==> src/rtl/uart_tx_arbiter.sv <==
// uart_tx_arbiter: round-robin sharing of one uart_tx byte transmitter among
// N_REQ requesters, with per-requester lock to keep multi-byte packets together.
module uart_tx_arbiter #(
   parameter int N_REQ         = 4,
   parameter int IDW           = 2,
   parameter int START_TIMEOUT = 4
) (
   input  logic               CLK,
   input  logic               RST,
   input  logic [N_REQ-1:0]   REQ,
   input  logic [8*N_REQ-1:0] DATA_IN,
   input  logic [N_REQ-1:0]   LOCK,
   output logic [N_REQ-1:0]   ACK,
   output logic [IDW-1:0]     GRANT_ID,
   output logic               BUSY,
   output logic               ERR,
   output logic               TX_SEND,
   output logic [7:0]         TX_DATA,
   input  logic               TX_READY
);

   localparam int CW = $clog2(START_TIMEOUT) + 1;

   typedef enum logic [1:0] {StIdle, StIssue, StWaitLow, StWaitHigh} stateT;

   stateT            stateQ, stateD;
   logic [IDW-1:0]   ptrQ, ptrD;
   logic             lockValidQ, lockValidD;
   logic [IDW-1:0]   lockOwnerQ, lockOwnerD;
   logic [CW-1:0]    cntQ, cntD;
   logic             txSendQ, txSendD;
   logic [7:0]       txDataQ, txDataD;
   logic [N_REQ-1:0] ackQ, ackD;
   logic [IDW-1:0]   grantIdQ, grantIdD;
   logic             busyQ, busyD;
   logic             errQ, errD;

   logic             lockHold;
   logic             found;
   logic [IDW-1:0]   winner;
   logic [IDW-1:0]   cand;
   logic [7:0]       winData;

   // Winner selection: a live lock owner wins outright, otherwise first set REQ after the pointer.
   always_comb begin
      lockHold = lockValidQ && REQ[lockOwnerQ] && LOCK[lockOwnerQ];
      found    = 1'b0;
      winner   = '0;
      cand     = '0;
      if (lockHold) begin
         found  = 1'b1;
         winner = lockOwnerQ;
      end else begin
         for (int off = 1; off <= N_REQ; off++) begin
            cand = IDW'((int'(ptrQ) + off) % N_REQ);
            if (!found && REQ[cand]) begin
               found  = 1'b1;
               winner = cand;
            end
         end
      end
      winData = '0;
      for (int i = 0; i < N_REQ; i++) begin
         if (winner == IDW'(i)) winData = DATA_IN[8*i +: 8];
      end
   end

   // Next-state and registered-output logic for the send sequencer.
   always_comb begin
      stateD     = stateQ;
      ptrD       = ptrQ;
      lockValidD = lockValidQ;
      lockOwnerD = lockOwnerQ;
      cntD       = cntQ;
      txSendD    = 1'b0;
      txDataD    = txDataQ;
      ackD       = '0;
      grantIdD   = grantIdQ;
      errD       = errQ;
      unique case (stateQ)
         StIdle: begin
            // Owner dropped REQ or LOCK: release now so round-robin runs this same cycle.
            if (lockValidQ && !lockHold) lockValidD = 1'b0;
            if (TX_READY && found) begin
               txDataD      = winData;
               grantIdD     = winner;
               ptrD         = winner;
               lockValidD   = LOCK[winner];
               lockOwnerD   = winner;
               txSendD      = 1'b1;
               ackD[winner] = 1'b1;
               stateD       = StIssue;
            end
         end
         StIssue: begin
            cntD   = '0;
            stateD = StWaitLow;
         end
         StWaitLow: begin
            if (!TX_READY) begin
               stateD = StWaitHigh;
            end else if (cntQ == CW'(START_TIMEOUT - 1)) begin
               errD       = 1'b1;
               lockValidD = 1'b0;
               stateD     = StIdle;
            end else begin
               cntD = cntQ + CW'(1);
            end
         end
         StWaitHigh: begin
            if (TX_READY) stateD = StIdle;
         end
         default: stateD = StIdle;
      endcase
      busyD = (stateD != StIdle);
   end

   // State and output registers; reset puts requester 0 first in line.
   always_ff @(posedge CLK or posedge RST) begin
      if (RST) begin
         stateQ     <= StIdle;
         ptrQ       <= IDW'(N_REQ - 1);
         lockValidQ <= 1'b0;
         lockOwnerQ <= '0;
         cntQ       <= '0;
         txSendQ    <= 1'b0;
         txDataQ    <= '0;
         ackQ       <= '0;
         grantIdQ   <= '0;
         busyQ      <= 1'b0;
         errQ       <= 1'b0;
      end else begin
         stateQ     <= stateD;
         ptrQ       <= ptrD;
         lockValidQ <= lockValidD;
         lockOwnerQ <= lockOwnerD;
         cntQ       <= cntD;
         txSendQ    <= txSendD;
         txDataQ    <= txDataD;
         ackQ       <= ackD;
         grantIdQ   <= grantIdD;
         busyQ      <= busyD;
         errQ       <= errD;
      end
   end

   assign ACK      = ackQ;
   assign GRANT_ID = grantIdQ;
   assign BUSY     = busyQ;
   assign ERR      = errQ;
   assign TX_SEND  = txSendQ;
   assign TX_DATA  = txDataQ;

endmodule
==> config.mk <==
export PLATFORM = sky130hd
export DESIGN_NAME = uart_tx_arbiter
export DESIGN_NICKNAME = d
export VERILOG_FILES = /design/src/rtl/uart_tx_arbiter.sv
export SDC_FILE = /design/constraint.sdc
export NUM_CORES = 1
export LEC_CHECK = 0
export CAP_MARGIN = 20
export CORE_ASPECT_RATIO = 2
export CORE_MARGIN = 4
export CORE_UTILIZATION = 43
export CTS_CLUSTER_DIAMETER = 40
export DETAILED_ROUTE_END_ITERATION = 10
export PLACE_DENSITY = 0.77
export SLEW_MARGIN = 20
export SYNTH_ARGS = -nofsm -noshare
export SYNTH_HDL_FRONTEND = slang
export SYNTH_SLANG_ARGS = --single-unit
export TNS_END_PERCENT = 100
==> constraint.sdc <==
create_clock -name CLK -period 1.86 [get_ports CLK]
set_input_delay 0.372 -clock CLK [delete_from_list [all_inputs] [get_ports CLK]]
set_output_delay 0.372 -clock CLK [all_outputs]
set_load 0.01 [all_outputs]
==> impl_metrics.env <==
export IMPL_critPathCaptureType="register"
export IMPL_asyncSetResetFlopFracSynth_pct=100
export IMPL_synth_ff_latch_count=25
export IMPL_worstMarginPinSlew_ps=339
export IMPL_grt_pass1_vias=2329
export IMPL_ys_flop_type="sky130_fd_sc_hd__dfrtp_1"
export IMPL_post_synth_and_or_nand_nor_area_fraction_pct=20.1
export IMPL_report_final_hold_viol_count=0
export IMPL_final_period_utilization_pct=108
export IMPL_grt_usage_pct=22.2
export IMPL_synth_top_cells_by_area="sky130_fd_sc_hd__dfrtp_1 29%, sky130_fd_sc_hd__nor2_1 11%, sky130_fd_sc_hd__mux2i_1 8.0%"
export IMPL_synthDistinctLibCells=42
export IMPL_violations="setup timing"
export IMPL_timing_final_max_slew_violations=0
export IMPL_avgSynthCellArea_um2=8.16
export IMPL_timing_max_cap_violations=0
export IMPL_drt_pre_antenna_iters=4
export IMPL_post_synth_xor_area_fraction_pct=0
export IMPL_row_count=35
export IMPL_final_common_cell="sky130_fd_sc_hd__nor2_1"
export IMPL_final_nets=387
export IMPL_switching_power_mw=1.66
export IMPL_comb_power_share_pct=67.7
export IMPL_maximum_number_of_pins_on_one_net_before_global_route_repair=30
export IMPL_placedInstanceArea_um2=2940
export IMPL_yosys_mux_area_fraction_pct=11.4
export IMPL_insertedDiodeCount=0
export IMPL_main_combinational_cell_family_by_area_after_synthesis="compound AO/OA/AOI/OAI gates"
export IMPL_routed_wirelength_um=6710
export IMPL_dp_hpwl_um=5240
export IMPL_place_port_buffers=59
export IMPL_netlist_instances=247
export IMPL_design_core_area_um2=4550
export IMPL_die_width_um=56.4
export IMPL_first_pass_grt_wire_length_um=10600
export IMPL_finish_instance_area_um2=3130
export IMPL_data_arrival_time_of_the_critical_path_ps=2160
export IMPL_post_place_ws_ps=-483
export IMPL_syn_warnings=0
export IMPL_post_cts_hold_buffer_count=0
export IMPL_start_util_pct=44.2
export IMPL_synth_adder_area_share_pct=1.24
export IMPL_clock_power_share_pct=8.3
export IMPL_skew_ps=5.53
export IMPL_grt_ovfl_total=0
export IMPL_layout_setup_ws_ps=-144
export IMPL_post_drt_via_cell_ratio=5.88
export IMPL_ant_nets=0
export IMPL_timing_critical_path_from_type="register"
export IMPL_finalSetupTns_ps=-1020
export IMPL_routed_wire_length_per_instance_um=17.0
export IMPL_final_cell_mix="58 x sky130_fd_sc_hd__nor2_1, 56 x sky130_fd_sc_hd__clkdlybuf4s50_1, 42 x sky130_fd_sc_hd__buf_4"
export IMPL_cts_clk_slew_worst_paths_ps=90
export IMPL_outcome="complete, but fails checks"
export IMPL_share_of_yosys_cell_area_claimed_by_the_top_area_cell_type_pct=28.6
export IMPL_hold_path_class="in2async"
export IMPL_p_seq_share_pct=24.0
export IMPL_antenna_found_initial=0
export IMPL_grt_setup_unrepaired="true"
export IMPL_final_period_minus_worst_setup_slack_ps=2000
export IMPL_slew_limit_headroom_pct=77.4
export IMPL_cts_root_buffer_cell="sky130_fd_sc_hd__clkbuf_8"
export IMPL_timing_reg2reg_setup_slack_ps=-140
export IMPL_mappedNetlistNets=292
export IMPL_drt_iter0_markers=60
export IMPL_power_static_leakage_nw=1.31
export IMPL_area_delta_synth_final_pct=55.5
export IMPL_worst_ep_required_time_ps=2010
export IMPL_number_of_flops_mapped_to_enable_cells_by_yosys=0
export IMPL_clockBufferDepth=2
export IMPL_sinks_on_clock_net=25
export IMPL_crit_fanout=12
export IMPL_dieArea_um2=5910
export IMPL_io_pin_count=60
export IMPL_utilization_pct=68.8
export IMPL_whs_ps=441
export IMPL_power_ir_vdd_worst_v=0.000911
export IMPL_synth_seq_area_share_pct=31.2
export IMPL_criticalPathCategory="reg2reg"
export IMPL_power_density_cell_area_nw_per_um2=1270
export IMPL_top_cell_type_by_total_area_after_synthesis="sky130_fd_sc_hd__dfrtp_1"
export IMPL_cell_internal_pwr_mw=2.31
export IMPL_drt_drc_violations_left=0
export IMPL_layout_drive_gt1_share_pct=25.8
export IMPL_setup_failing_eps_final=11
export IMPL_clk_latency_ps=270
export IMPL_globalplace_congestion=0.843
export IMPL_cts_max_level=1
export IMPL_die_height_um=105
export IMPL_power_switching_fraction_pct=41.9
export IMPL_synth_compound_area_share_pct=29.3
export IMPL_cts_tree="done"
export IMPL_cts_buffers_inserted=3
export IMPL_detailed_route_via_count=2329
export IMPL_mapped_area_um2=2010
export IMPL_max_freq_ghz=0.499
-- Yosys cell counts (all sizes together) (4+ instances only) --
cell	count
a21oi	6
a22oi	15
a31oi	8
buf	10
clkbuf	6
dfrtp	23
inv	7
mux2	5
mux2i	17
nand2	19
nand2b	4
nor2	61
o2111ai	15
o21ai	8
o22ai	18
-- registers in the layout (all words and copies together) (netlist names), 2 cells and up --
signal	flops
ACK	4
GRANT_ID	2
stateQ	2
cntQ	3
ptrQ	2
TX_DATA	8
-- critical path: stages, from the launching register on --
cell and delay [ps]:
sky130_fd_sc_hd__dfstp_2 570, sky130_fd_sc_hd__mux2i_2 290, sky130_fd_sc_hd__o22ai_4 110, sky130_fd_sc_hd__nor2_4 140, sky130_fd_sc_hd__buf_12 160, sky130_fd_sc_hd__mux2_4 310
sky130_fd_sc_hd__o221ai_2 180, sky130_fd_sc_hd__o211ai_1 120
-- per-layer routing --
metal | wire length [um] | track usage (%) | share of wire (%) | vias to the layer above
met4 | 259 | 11.4 | 3.9 | 0
met2 | 3830 | 42.7 | 57 | 61
met5 | 0 | 0 | 0 | -
met3 | 189 | 2.72 | 2.8 | 15
li1 | - | - | - | 1112
met1 | 2430 | 22.2 | 36 | 1141
-- worst paths after layout --
path / from / end / depth (start not counted)
min: RST / TX_SEND / 3
max in group asynchronous: RST / ptrQ[1] / 3
min in group CLK: ERR / ERR / 1
max: ptrQ[1] / TX_DATA[1] / 7
min reg2reg: ERR / ERR / 1
max reg2reg: ptrQ[1] / TX_DATA[1] / 7
-- cell type report --
cell class / instances / area, um2
Multi-Input combinational cell: 199 / 1370
Clock buffer: 3 / 41.3
Timing Repair Buffer: 106 / 992
Inverter: 7 / 26.3
Clock inverter: 1 / 5.00
Fill cell: 380 / 1420
Tap cell: 55 / 68.8
Sequential cell: 25 / 628
-- kinds of logic after synthesis --
logic type / count (synthesis)
adder cells (fa/ha/maj): 2
flip-flops: 25
AND/OR/NAND/NOR: 94
buffers and inverters: 23
multiplexers: 22
AO/OA/AOI/OAI: 81
-- power groups by stage --
stage	clock [mW]	combinational, mW	sequential (mW)
2_1_floorplan	0	1.33	0.994
3_3_place_gp	0	2.41	0.948
3_5_place_dp	0	2.47	0.956
4_1_cts	0.342	2.59	0.949
5_1_grt	0.365	2.90	0.982
6_report	0.329	2.69	0.954
-- metrics by stage --
| stage | std cells | power, mW |
|---|---|---|
| detailed placement | 389 | 3.42 |
| global route | 396 | 4.25 |
| CTS | 396 | 3.88 |
| global placement | 389 | 3.35 |
| finish | 396 | 3.97 |
| floorplan | 247 | 2.33 |
-- timing repair --
item                                    4_1_cts  5_1_grt
gates cloned                                  0        0
setup buffers                                 3        0
pin swaps                                     3       10
resized for setup                            15       20
endpoints found under the setup margin       14       15
Power figures use the tool's default switching activity.
